--- config.mk ---
export PLATFORM = sky130hd
export DESIGN_NAME = q_requant_stream
export DESIGN_NICKNAME = d
export VERILOG_FILES = /design/src/rtl/q_requant_stream.sv
export SDC_FILE = /design/constraint.sdc
export NUM_CORES = 1
export LEC_CHECK = 0
export ABC_AREA = 0
export BUFFER_PORTS_ARGS = -buffer_cell sky130_fd_sc_hd__buf_2
export CAP_MARGIN = 30
export CORE_ASPECT_RATIO = 0.7
export CORE_MARGIN = 8
export CORE_UTILIZATION = 40
export DETAILED_ROUTE_END_ITERATION = 8
export GPL_TIMING_DRIVEN = 1
export HOLD_SLACK_MARGIN = 0.1
export PLACE_DENSITY_LB_ADDON = 0.08
export SLEW_MARGIN = 40
export SYNTH_ARGS = -nofsm -noshare
export SYNTH_HDL_FRONTEND = slang
export SYNTH_SLANG_ARGS = --single-unit
--- constraint.sdc ---
create_clock -name clock -period 3.1 [get_ports clock]
set_input_delay 0.155 -clock clock [delete_from_list [all_inputs] [get_ports clock]]
set_output_delay 0.155 -clock clock [all_outputs]
set_load 0.05 [all_outputs]
--- src/rtl/q_requant_stream.sv ---
// Streaming fixed-point requantizer: rounds wide Q-format samples half-up to a
// narrower Q-format, saturates the integer part and counts saturated deliveries.
module q_requant_stream #(
   parameter  int IN_I  = 15,
   parameter  int IN_F  = 16,
   parameter  int OUT_I = 7,
   parameter  int OUT_F = 8,
   parameter  int CNT_W = 16,
   localparam int W_IN  = IN_I + IN_F + 1,
   localparam int W_OUT = OUT_I + OUT_F + 1
) (
   input  logic             clock,
   input  logic             reset,
   input  logic             in_valid,
   output logic             in_ready,
   input  logic [W_IN-1:0]  in_data,
   input  logic             in_last,
   output logic             out_valid,
   input  logic             out_ready,
   output logic [W_OUT-1:0] out_data,
   output logic             out_last,
   output logic             out_sat,
   input  logic             clear_stats,
   output logic [CNT_W-1:0] sat_count,
   output logic             sat_sticky
);

   localparam int SH = IN_F - OUT_F;
   localparam int RW = W_IN - SH + 1;
   localparam logic [W_IN:0] HALF = (SH > 0) ? ((W_IN+1)'(1) << ((SH > 0) ? (SH - 1) : 0)) : '0;
   localparam logic [RW-1:0] MAXV = {{(RW-W_OUT+1){1'b0}}, {(W_OUT-1){1'b1}}};
   localparam logic [RW-1:0] MINV = {{(RW-W_OUT+1){1'b1}}, {(W_OUT-1){1'b0}}};

   logic             s1_v;
   logic             s1_last;
   logic [RW-1:0]    s1_r;
   logic             s2_v;
   logic             s1_adv;
   logic             s2_adv;
   logic [W_IN:0]    rnd_sum;
   logic [RW-1:0]    rnd_r;
   logic             sat_hi;
   logic             sat_lo;
   logic [W_OUT-1:0] sat_data;
   logic             sat_xfer;

   // Handshake: a beat moves when valid && ready; a stage loads when it is
   // empty or its consumer takes its beat this cycle, so in_ready is the only
   // combinational path from out_ready.
   assign s2_adv    = !s2_v || out_ready;
   assign s1_adv    = !s1_v || s2_adv;
   assign in_ready  = s1_adv;
   assign out_valid = s2_v;

   // One guard bit above the sign keeps the half-LSB add from overflowing.
   always_comb begin
      rnd_sum = {in_data[W_IN-1], in_data} + HALF;
      rnd_r   = RW'($signed(rnd_sum) >>> SH);
   end

   always_comb begin
      sat_hi   = $signed(s1_r) > $signed(MAXV);
      sat_lo   = $signed(s1_r) < $signed(MINV);
      sat_data = s1_r[W_OUT-1:0];
      if (sat_hi) sat_data = MAXV[W_OUT-1:0];
      if (sat_lo) sat_data = MINV[W_OUT-1:0];
   end

   always_ff @(posedge clock) begin
      if (reset) begin
         s1_v    <= 1'b0;
         s1_last <= 1'b0;
         s1_r    <= '0;
      end else if (s1_adv) begin
         s1_v <= in_valid;
         if (in_valid) begin
            s1_last <= in_last;
            s1_r    <= rnd_r;
         end
      end
   end

   always_ff @(posedge clock) begin
      if (reset) begin
         s2_v     <= 1'b0;
         out_data <= '0;
         out_last <= 1'b0;
         out_sat  <= 1'b0;
      end else if (s2_adv) begin
         s2_v <= s1_v;
         if (s1_v) begin
            out_data <= sat_data;
            out_last <= s1_last;
            out_sat  <= sat_hi || sat_lo;
         end
      end
   end

   assign sat_xfer = s2_v && out_ready && out_sat;

   // Clear has priority over a coincident saturated delivery.
   always_ff @(posedge clock) begin
      if (reset || clear_stats) begin
         sat_count  <= '0;
         sat_sticky <= 1'b0;
      end else if (sat_xfer) begin
         sat_sticky <= 1'b1;
         if (sat_count != '1) sat_count <= sat_count + 1'b1;
      end
   end

endmodule

==> reports/qor.yml, run 1 <==
synth-simple-area-share: 0.243
p_per_area_nw_per_um2: 550
insertion_delay_ns: 0.34
grt_pass1_wl_um: 13900
cts_root_buf: "clkbuf_8"
hold_viol: 0
synth_seq_area_share: 0.413
htreeDepth: 3
path_buf_inv: 0
cts-resized-gates: 0
yosys_most_used_dff: "dfxtp_1"
io_buffers: 67
dp_hpwl_um: 6070
start_util: 0.416
diodes: 0
required_ns: 3.38
synth_async_sr_flop_share: 0
max_stage_delay_ns: 0.59
yosys_warnings: 0
syn_to_final_growth_pct: 21.6
multi_input_area_sq_um: 1660
tns_ns: 0
muxShareOfSynthArea: 0.00983
period_minus_slack_ns: 1.94
max-clock-path-buffers: 2
power.internal_uw: 1490
tritoncts: "done"
synth_cells: 373
dp_worst_setup_slack_ns: 1.06
via_per_inst: 5.60
crit_fanout: 11
clk_pin_slew_ns: 0.08
fin_crit_sh: 0.626
critical-path-top-delay-family: "simple AND/OR/NAND/NOR gates"
ctsHoldBuffers: 3
rows: 26
post_dp_cell_area_sq_um: 3430
core-area_sq_um: 7350
p_switching_uw: 549
yosys-top-cells-count: "dfxtp_1, nand2_1, a21oi_1"
maxCapViolations: 0
fin_area_sq_um: 3710
synth_top_area_frac: 0.413
critPathKind: "register to register"
yosysMostFrequentCell: "dfxtp_1"
skew_ns: 0.00810
cp_slowest_cell: "or4_1"
synth_compound_area_frac: 0.240
setup.worst_path.end_class: "register"
avgSynthCellArea_sq_um: 8.19
comb_power_share: 0.125
grt_max_degree: 48
final_nets: 472
antenna_found_initial: 0
leakagePower_uw: 0.00141
grt.total_usage: 0.161
regArea_sq_um: 1260
timing.final.ws_setup_ns: 1.16
finalSetupViolations: 0
dieArea_sq_um: 10700
cts_sinks: 63
seqPwrFrac: 0.433
swShare: 0.269
hp-class: "primary input to register"
fp.dieW_um: 120
power_frac_clock: 0.442
place.gp.congestion: 0.773
cp.arrival_ns: 2.22
fillers: 758
initialDrtViolationCount: 273
worst_pin_slew_ns: 0.765
routedWlPerCell_um: 15.8
vdd_drop_max_v: 0.000218
syn_nets: 413
synth_fa_ha_area_frac: 0.00819
die_y_um: 89.1
cts_setup_buffers: 0
status: "finished, final reports clean"
slew_viol_final: 0
vias: 2997
io_pins: 75
cts_inserted_buffers: 9
fmax_mhz: 515
first_pass_iters: 4
synth_top_family_by_area: "simple AND/OR/NAND/NOR gates"
critPathLaunchType: "register"
synth_cell_types: 48
synth_area_leaders: "dfxtp_1, a21oi_1, nand2_1"
gr-total-overflow: 0
ys_ff_latch: 63
final_antenna_net_count: 0
synth_area_sq_um: 3060
synth-edff-count: 0
cp_cell_sequence: "and4_1 > nand3_1 > or4_1 > a21oi_1"
grt_setup_unrepaired: "false"
drt_wl_total_um: 8430
maxSlewHeadroom: 0.490
grt_pass1_vias: 2772
drive_gt1_frac: 0.213
synthXorXnorAreaFrac: 0.0401
drc: 0
synth_top_area_cell: "dfxtp_1"
-- path summary, 6_finish.rpt --
| check | start | to | slack, ns | depth (start not counted) |
|---|---|---|---|---|
| max | sat_count[2] | sat_count[15] | 1.16 | 4 |
| min | clear_stats | sat_count[8] | 0.11 | 3 |
| max reg2reg | sat_count[2] | sat_count[15] | 1.16 | 4 |
| min reg2reg | out_last | out_last | 0.46 | 2 |
-- placed cells by master, fill, tap and decap left out, types with 4 or more instances in the layout --
master    Yosys  layout
o31ai_1       4       4
or4_1         4       4
nand3_1      21      21
inv_1        11      11
and4_1        6       6
nor3_1        6       6
clkbuf_8      0      10
nor4_1        6       6
dfxtp_1      63      63
nor2_1       21      21
xnor2_1      12      12
nand4_1      11      11
or3_1        10      10
a211oi_1     10      10
nand2_1      43      42
and2_1        4       4
a31oi_1       8       8
a221oi_1     15      15
buf_2         0      67
o21ai_0      23      23
a21oi_1      37      37
-- power by group through the flow --
stage	Clock, uW	Combinational, uW	Sequential, uW
4_1_cts	922	255	884
3_3_place_gp	0	248	902
2_1_floorplan	0	120	950
3_5_place_dp	0	252	903
5_1_grt	960	281	891
6_report	903	254	885
-- stage by stage --
stage          cells  utilization  hold slack, ns  power (uW)
6_report         535        0.505           0.114        2040
5_1_grt          535        0.505           0.126        2130
4_1_cts          535        0.505           0.101        2060
3_5_place_dp     516        0.467           0.419        1150
3_3_place_gp     516        0.466           0.414        1150
2_1_floorplan    373            -           0.284        1070
-- cell type report --
type | instances | area share
Multi-Input combinational cell | 275 | 0.446
Sequential cell | 63 | 0.340
Timing Repair Buffer | 72 | 0.102
Clock buffer | 10 | 0.0370
Tap cell | 98 | 0.0330
Clock inverter | 6 | 0.0310
Inverter | 11 | 0.0111
-- registers in the layout (all words and copies together) (netlist names) --
register and flops:
sat_count 16, out_data 16, s1_v 1, out_sat 1, out_last 1, sat_sticky 1, s1_r 25, s1_last 1
out_valid 1
-- tightest hold or removal path, stage by stage --
cell	delay (ns)
buf_2	0.10
or3_1	0.10
mux2i_1	0.05
-- routing by layer --
layer / up-vias / track usage / part of all wire / routed length, um
li1: 1519 / - / - / -
met1: 1391 / 0.232 / 0.52 / 4370
met2: 77 / 0.222 / 0.41 / 3460
met3: 10 / 0.0442 / 0.058 / 490
met4: 0 / 0.0598 / 0.013 / 112
met5: - / 0 / 0 / 0
-- logic make-up after synthesis --
kind of cell / Yosys count
simple gates: 143
buf+inv: 35
mux: 3
fa+ha+maj: 2
flops: 63
compound gates: 113
xor+xnor: 14
No activity file was read; power rests on OpenSTA's default activity.
==> run 2: changes to the inputs <==
- ABC_AREA: 0 -> 1
- clock period: 3.1 -> 1.7 ns (I/O delays scaled with it)
==> reports/qor.yml, run 2 <==
status: "finished, final reports clean"  # unchanged
synth_area_sq_um: 3480  # was 3060 sq um
fmax_mhz: 645  # was 515 MHz
synth_cells: 527  # was 373
required_ns: 1.90  # was 3.38 ns
synth_cell_types: 32  # was 48
hold_viol: 0  # unchanged
start_util: 0.412  # was 0.416
synth_top_area_cell: "dfxtp_1"  # unchanged
grt_pass1_wl_um: 16100  # was 13900 um
yosys_most_used_dff: "dfxtp_1"  # unchanged
worst_pin_slew_ns: 0.450  # was 0.765 ns
grt_setup_unrepaired: "false"  # unchanged
io_pins: 75  # unchanged
cts_root_buf: "clkbuf_16"  # was clkbuf_8
syn_nets: 567  # was 413
cts_sinks: 63  # unchanged
placed_cells_incl_taps: 712  # was 516
yosys-top-cells-count: "nand2_1, inv_1, dfxtp_1"  # was dfxtp_1, nand2_1, a21oi_1
ys_ff_latch: 63  # unchanged
dp_hpwl_um: 7660  # was 6070 um
top_regs: "s1_r: 25 flops, out_data: 16 flops, sat_count: 16 flops"  # unchanged
drt_wl_total_um: 9830  # was 8430 um
syn_to_final_growth_pct: 23.9  # was 21.6%
critPathLaunchType: "register"  # unchanged
antenna_found_initial: 0  # unchanged
routedWlPerCell_um: 13.4  # was 15.8 um
p_per_area_nw_per_um2: 876  # was 550 nW/um^2
clk_pin_slew_ns: 0.05  # was 0.08 ns
yosys_warnings: 0  # unchanged
final_nets: 647  # was 472
crit_fanout: 14  # was 11
place.gp.congestion: 0.869  # was 0.773
hp-class: "primary input to register"  # unchanged
cts_inserted_buffers: 9  # unchanged
period_minus_slack_ns: 1.55  # was 1.94 ns
drive_gt1_frac: 0.198  # was 0.213
vias: 3457  # was 2997
final_common_cell: "nand2_1"  # was buf_2
grt_max_degree: 28  # was 48
avgSynthCellArea_sq_um: 6.60  # was 8.19 sq um
setup.worst_path.end_class: "register"  # unchanged
finalSetupViolations: 0  # unchanged
skew_ns: 0.00598  # was 0.00810 ns
synth_async_sr_flop_share: 0  # unchanged
htreeDepth: 3  # unchanged
stdcell_count: 731  # was 535
synth_area_leaders: "dfxtp_1, nand2_1, inv_1"  # was dfxtp_1, a21oi_1, nand2_1
synth-edff-count: 0  # unchanged
diodes: 0  # unchanged
die_y_um: 94.0  # was 89.1 um
gr-total-overflow: 0  # unchanged
dieArea_sq_um: 12000  # was 10700 sq um
synth_seq_area_share: 0.363  # was 0.413
regMostFlops: "s1_r"  # unchanged
maxCapViolations: 0  # unchanged
cts_setup_buffers: 0  # unchanged
rows: 28  # was 26
tritoncts: "done"  # unchanged
fp.dieW_um: 127  # was 120 um
initialDrtViolationCount: 172  # was 273
critPathKind: "register to register"  # unchanged
grt_pass1_vias: 3251  # was 2772
drc: 0  # unchanged
slew_viol_final: 0  # unchanged
fillers: 891  # was 758
io_buffers: 67  # unchanged
first_pass_iters: 5  # was 4
final_antenna_net_count: 0  # unchanged
insertion_delay_ns: 0.33  # was 0.34 ns
leakagePower_uw: 0.00200  # was 0.00141 uW
tns_ns: 0  # unchanged
yosysMostFrequentCell: "nand2_1"  # was dfxtp_1
synth_top_area_frac: 0.363  # was 0.413
grt.total_usage: 0.171  # was 0.161
cp.arrival_ns: 1.75  # was 2.22 ns
vdd_drop_max_v: 0.000568  # was 0.000218 V
max-clock-path-buffers: 2  # unchanged
maxSlewHeadroom: 0.699  # was 0.490
final_cell_mix: "nand2_1, inv_1, buf_2, dfxtp_1, nor2_1"  # was buf_2, dfxtp_1, nand2_1, a21oi_1, o21ai_0
fin_crit_sh: 0.912  # was 0.626
via_per_inst: 4.73  # was 5.60
core-area_sq_um: 8440  # was 7350 sq um
largest_reg_flops: 25  # unchanged
## run 2: metrics by stage
| step | setup WS, ns | area, sq um | hold slack, ns | power (uW) | util |
|---|---|---|---|---|---|
| after floorplan | 0.0180 | 3490 | 0.250 | 1990 | - |
| after global placement | 0.148 | 4000 | 0.352 | 2170 | 0.474 |
| after detailed placement | 0.132 | 4000 | 0.365 | 2170 | 0.474 |
| after CTS | 0.113 | 4300 | 0.104 | 3810 | 0.509 |
| after global routing | 0.00102 | 4310 | 0.133 | 3950 | 0.510 |
| final | 0.150 | 4310 | 0.110 | 3770 | 0.510 |
## run 2: layout make-up
| class | instances | area [sq um] | area share |
|---|---|---|---|
| multi-input cells | 374 | 1860 | 0.432 |
| flip-flops and latches | 63 | 1260 | 0.294 |
| repair buffers | 85 | 493 | 0.115 |
| inverters | 74 | 278 | 0.0645 |
| clock buffers | 14 | 254 | 0.0590 |
| well taps | 120 | 150 | 0.0349 |
| clock inverters | 1 | 5.00 | 0.00116 |
## run 2: cells by family (layout without fill, tap and decap cells)
kind of cell             count (synthesis)  in the layout  share of synthesized area
adder cells (fa/ha/maj)                  2              2                    0.00720
buffers and inverters                   90            174                      0.107
XOR/XNOR                                24             24                     0.0605
flip-flops                              63             63                      0.363
AND/OR/NAND/NOR                        266            266                      0.328
AO/OA/AOI/OAI                           82             82                      0.135
## run 2: final timing paths
check                     from             to  slack [ns]  depth (start not counted)
hold reg to reg        s1_r[0]        s1_r[0]        0.45                          2
setup / recovery  sat_count[0]  sat_count[14]        0.15                          8
setup reg to reg  sat_count[0]  sat_count[14]        0.15                          8
hold / removal       out_ready      out_valid        0.11                          4
## run 2: worst max-delay path, cell delays in order, from the launching register on
cell	delay (ns)
dfxtp_2	0.36
ha_1	0.24
nand3_2	0.13
nor2_4	0.18
nand3_2	0.10
nand2_4	0.11
inv_2	0.14
nand2_1	0.12
a21oi_2	0.05
## run 2: power by group
| part | internal, uW | switching [uW] |
|---|---|---|
| clock | 1020 | 610 |
| sequential | 1560 | 40.2 |
| combinational | 168 | 381 |
| total | 2740 | 1030 |
## run 2: what timing repair did
action,CTS,global route
endpoints found under the hold margin,5,0
gates resized for setup,0,1
hold buffers,4,0
setup endpoints to repair,0,14
## run 2: metal layers
metal  track usage  vias to the layer above  wire, um
li1              -                     1824         -
met1         0.239                     1545      5190
met3        0.0595                       10       671
met4        0.0473                        0        93
met5             0                        -         0
met2         0.241                       78      3870
==> run 3: changes to the inputs <==
- CELL_PAD_IN_SITES_DETAIL_PLACEMENT: not set -> 2
- CELL_PAD_IN_SITES_GLOBAL_PLACEMENT: not set -> 2
- CORE_UTILIZATION: 40 -> 26
==> reports/qor.yml, run 3 (same netlist as run 2, synthesis figures left out) <==
worst_pin_slew_ns: 0.458  # was 0.450 ns
max-clock-path-buffers: 2  # unchanged
hold_viol: 0  # unchanged
grt_max_degree: 28  # unchanged
clk_pin_slew_ns: 0.06  # was 0.05 ns
cts_sinks: 63  # unchanged
crit_path_frequent_cell: "nand3_2"  # unchanged
skew_ns: 0.00874  # was 0.00598 ns
drt_wl_total_um: 12900  # was 9830 um
vdd_drop_max_v: 0.000454  # was 0.000568 V
fin_crit_sh: 0.952  # was 0.912
whs_path_depth: 5  # was 4
routedWlPerCell_um: 16.4  # was 13.4 um
first_pass_iters: 4  # was 5
top_regs: "s1_r: 25 flops, out_data: 16 flops, sat_count: 16 flops"  # unchanged
cp_slowest_cell: "dfxtp_2"  # unchanged
required_ns: 1.91  # was 1.90 ns
r2r_start: "sat_count[1]"  # was sat_count[0]
io_buffers: 67  # unchanged
hold_end: "s1_r[18]"  # was out_valid
critPathKind: "register to register"  # unchanged
status: "finished, final reports clean"  # unchanged
fillers: 1602  # was 891
tritoncts: "done"  # unchanged
initialDrtViolationCount: 118  # was 172
period_minus_slack_ns: 1.62  # was 1.55 ns
dieArea_sq_um: 17400  # was 12000 sq um
largest_reg_flops: 25  # unchanged
final_common_cell: "nand2_1"  # unchanged
setup.worst_path.end_class: "register"  # unchanged
grt_setup_unrepaired: "true"  # was false
path_buf_inv: 1  # unchanged
cp.arrival_ns: 1.83  # was 1.75 ns
cts_inserted_buffers: 9  # unchanged
fp.dieW_um: 154  # was 127 um
slew_viol_final: 0  # unchanged
gr-total-overflow: 0  # unchanged
cp_cell_sequence: "ha_2 > nand3_2 > nor2_4 > nand3_2 > nand2_4 > inv_2 > nand2_1 > a21oi_2"  # was ha_1 > nand3_2 > nor2_4 > nand3_2 > nand2_4 > inv_2 > nand2_1 > a21oi_2
fmax_mhz: 618  # was 645 MHz
antenna_found_initial: 0  # unchanged
final_cell_mix: "nand2_1, inv_1, buf_2, dfxtp_1, nor2_1"  # unchanged
place.gp.congestion: 0.817  # was 0.869
ff2ff_setup_slack_ns: 0.08  # was 0.15 ns
final_nets: 652  # was 647
r2r-end: "sat_count[13]"  # was sat_count[14]
drc: 0  # unchanged
syn_to_final_growth_pct: 28.4  # was 23.9%
finalSetupViolations: 0  # unchanged
htreeDepth: 3  # unchanged
start_util: 0.265  # was 0.412
reg2reg_depth: 8  # unchanged
regMostFlops: "s1_r"  # unchanged
via_per_inst: 4.56  # was 4.73
core-area_sq_um: 13100  # was 8440 sq um
maxSlewHeadroom: 0.694  # was 0.699
insertion_delay_ns: 0.33  # about the same
maxCapViolations: 0  # unchanged
grt_pass1_wl_um: 21700  # was 16100 um
hold_path.startpoint: "in_data[26]"  # was out_ready
dp_hpwl_um: 10400  # was 7660 um
grt.total_usage: 0.156  # was 0.171
vias: 3574  # was 3457
critical-path-top-delay-family: "simple AND/OR/NAND/NOR gates"  # unchanged
critPathLaunchType: "register"  # unchanged
p_per_area_nw_per_um2: 936  # was 876 nW/um^2
crit_fanout: 14  # unchanged
final_antenna_net_count: 0  # unchanged
io_pins: 75  # unchanged
die_y_um: 113  # was 94.0 um
leakagePower_uw: 0.00205  # was 0.00200 uW
drive_gt1_frac: 0.212  # was 0.198
max_stage_delay_ns: 0.37  # was 0.36 ns
stdcell_count: 783  # was 731
fin_util: 0.341  # was 0.510
placed_cells_incl_taps: 762  # was 712
hp-class: "primary input to register"  # unchanged
cts_setup_buffers: 0  # unchanged
rows: 35  # was 28
diodes: 0  # unchanged
cts_root_buf: "clkbuf_16"  # unchanged
grt_pass1_vias: 3971  # was 3251
[run 3: routing by layer]
layer  part of all wire  track usage  vias to the layer above
met5                  0            0                        -
met4             0.0076       0.0371                        0
met3              0.035       0.0377                        9
met2               0.44        0.239                       41
met1               0.52        0.216                     1692
li1                   -            -                     1832
[run 3: worst reg2reg max path, stage by stage (launching register included)]
cell and delay [ns]:
dfxtp_2 0.37, ha_2 0.23, nand3_2 0.13, nor2_4 0.17, nand3_2 0.10, nand2_4 0.15, inv_2 0.17, nand2_1 0.13
a21oi_2 0.05
[run 3: power by group]
group	internal, uW	switching [uW]	leakage (uW)
clock	1320	685	0.000156
sequential	1560	39.8	0.000519
combinational	168	407	0.00138
total	3050	1130	0.00205
[run 3: layout make-up]
| type | instances | area (sq um) | area share |
|---|---|---|---|
| clock buffer | 11 | 243 | 0.0544 |
| tap | 166 | 208 | 0.0465 |
| clock inverter | 5 | 81.3 | 0.0182 |
| timing repair buffer | 90 | 520 | 0.117 |
| multi-input combinational | 374 | 1870 | 0.419 |
| inverter | 74 | 278 | 0.0622 |
| sequential | 63 | 1260 | 0.283 |
[run 3: how the worst max path moves through the flow]
stage | start | to | cells past startpoint | slack, ns
2_1_floorplan | sat_count[1] | sat_count[8] | 9 | 0.02
3_3_place_gp | sat_count[1] | sat_count[13] | 8 | 0.10
3_5_place_dp | sat_count[1] | sat_count[13] | 8 | 0.05
4_1_cts | sat_count[1] | sat_count[6] | 8 | 0.03
5_1_grt | sat_count[1] | sat_count[13] | 8 | -0.0001
6_report | sat_count[1] | sat_count[13] | 8 | 0.08
[run 3: per-stage QoR]
step                hold slack [ns]  total power [uW]  setup TNS (ns)  setup WS, ns  cell area, sq um
floorplan                     0.250              1990               0        0.0180              3490
global placement              0.339              2180               0         0.100              4080
detailed placement            0.363              2200               0        0.0513              4080
CTS                           0.103              4270               0        0.0270              4450
global route                  0.141              4400       -0.000131     -0.000131              4460
finish                        0.111              4180               0        0.0811              4460
[run 3: what timing repair did]
action,4_1_cts,5_1_grt
hold endpoints to repair,13,0
hold buffers,5,0
resized for setup,0,3
endpoints found under the setup margin,0,15
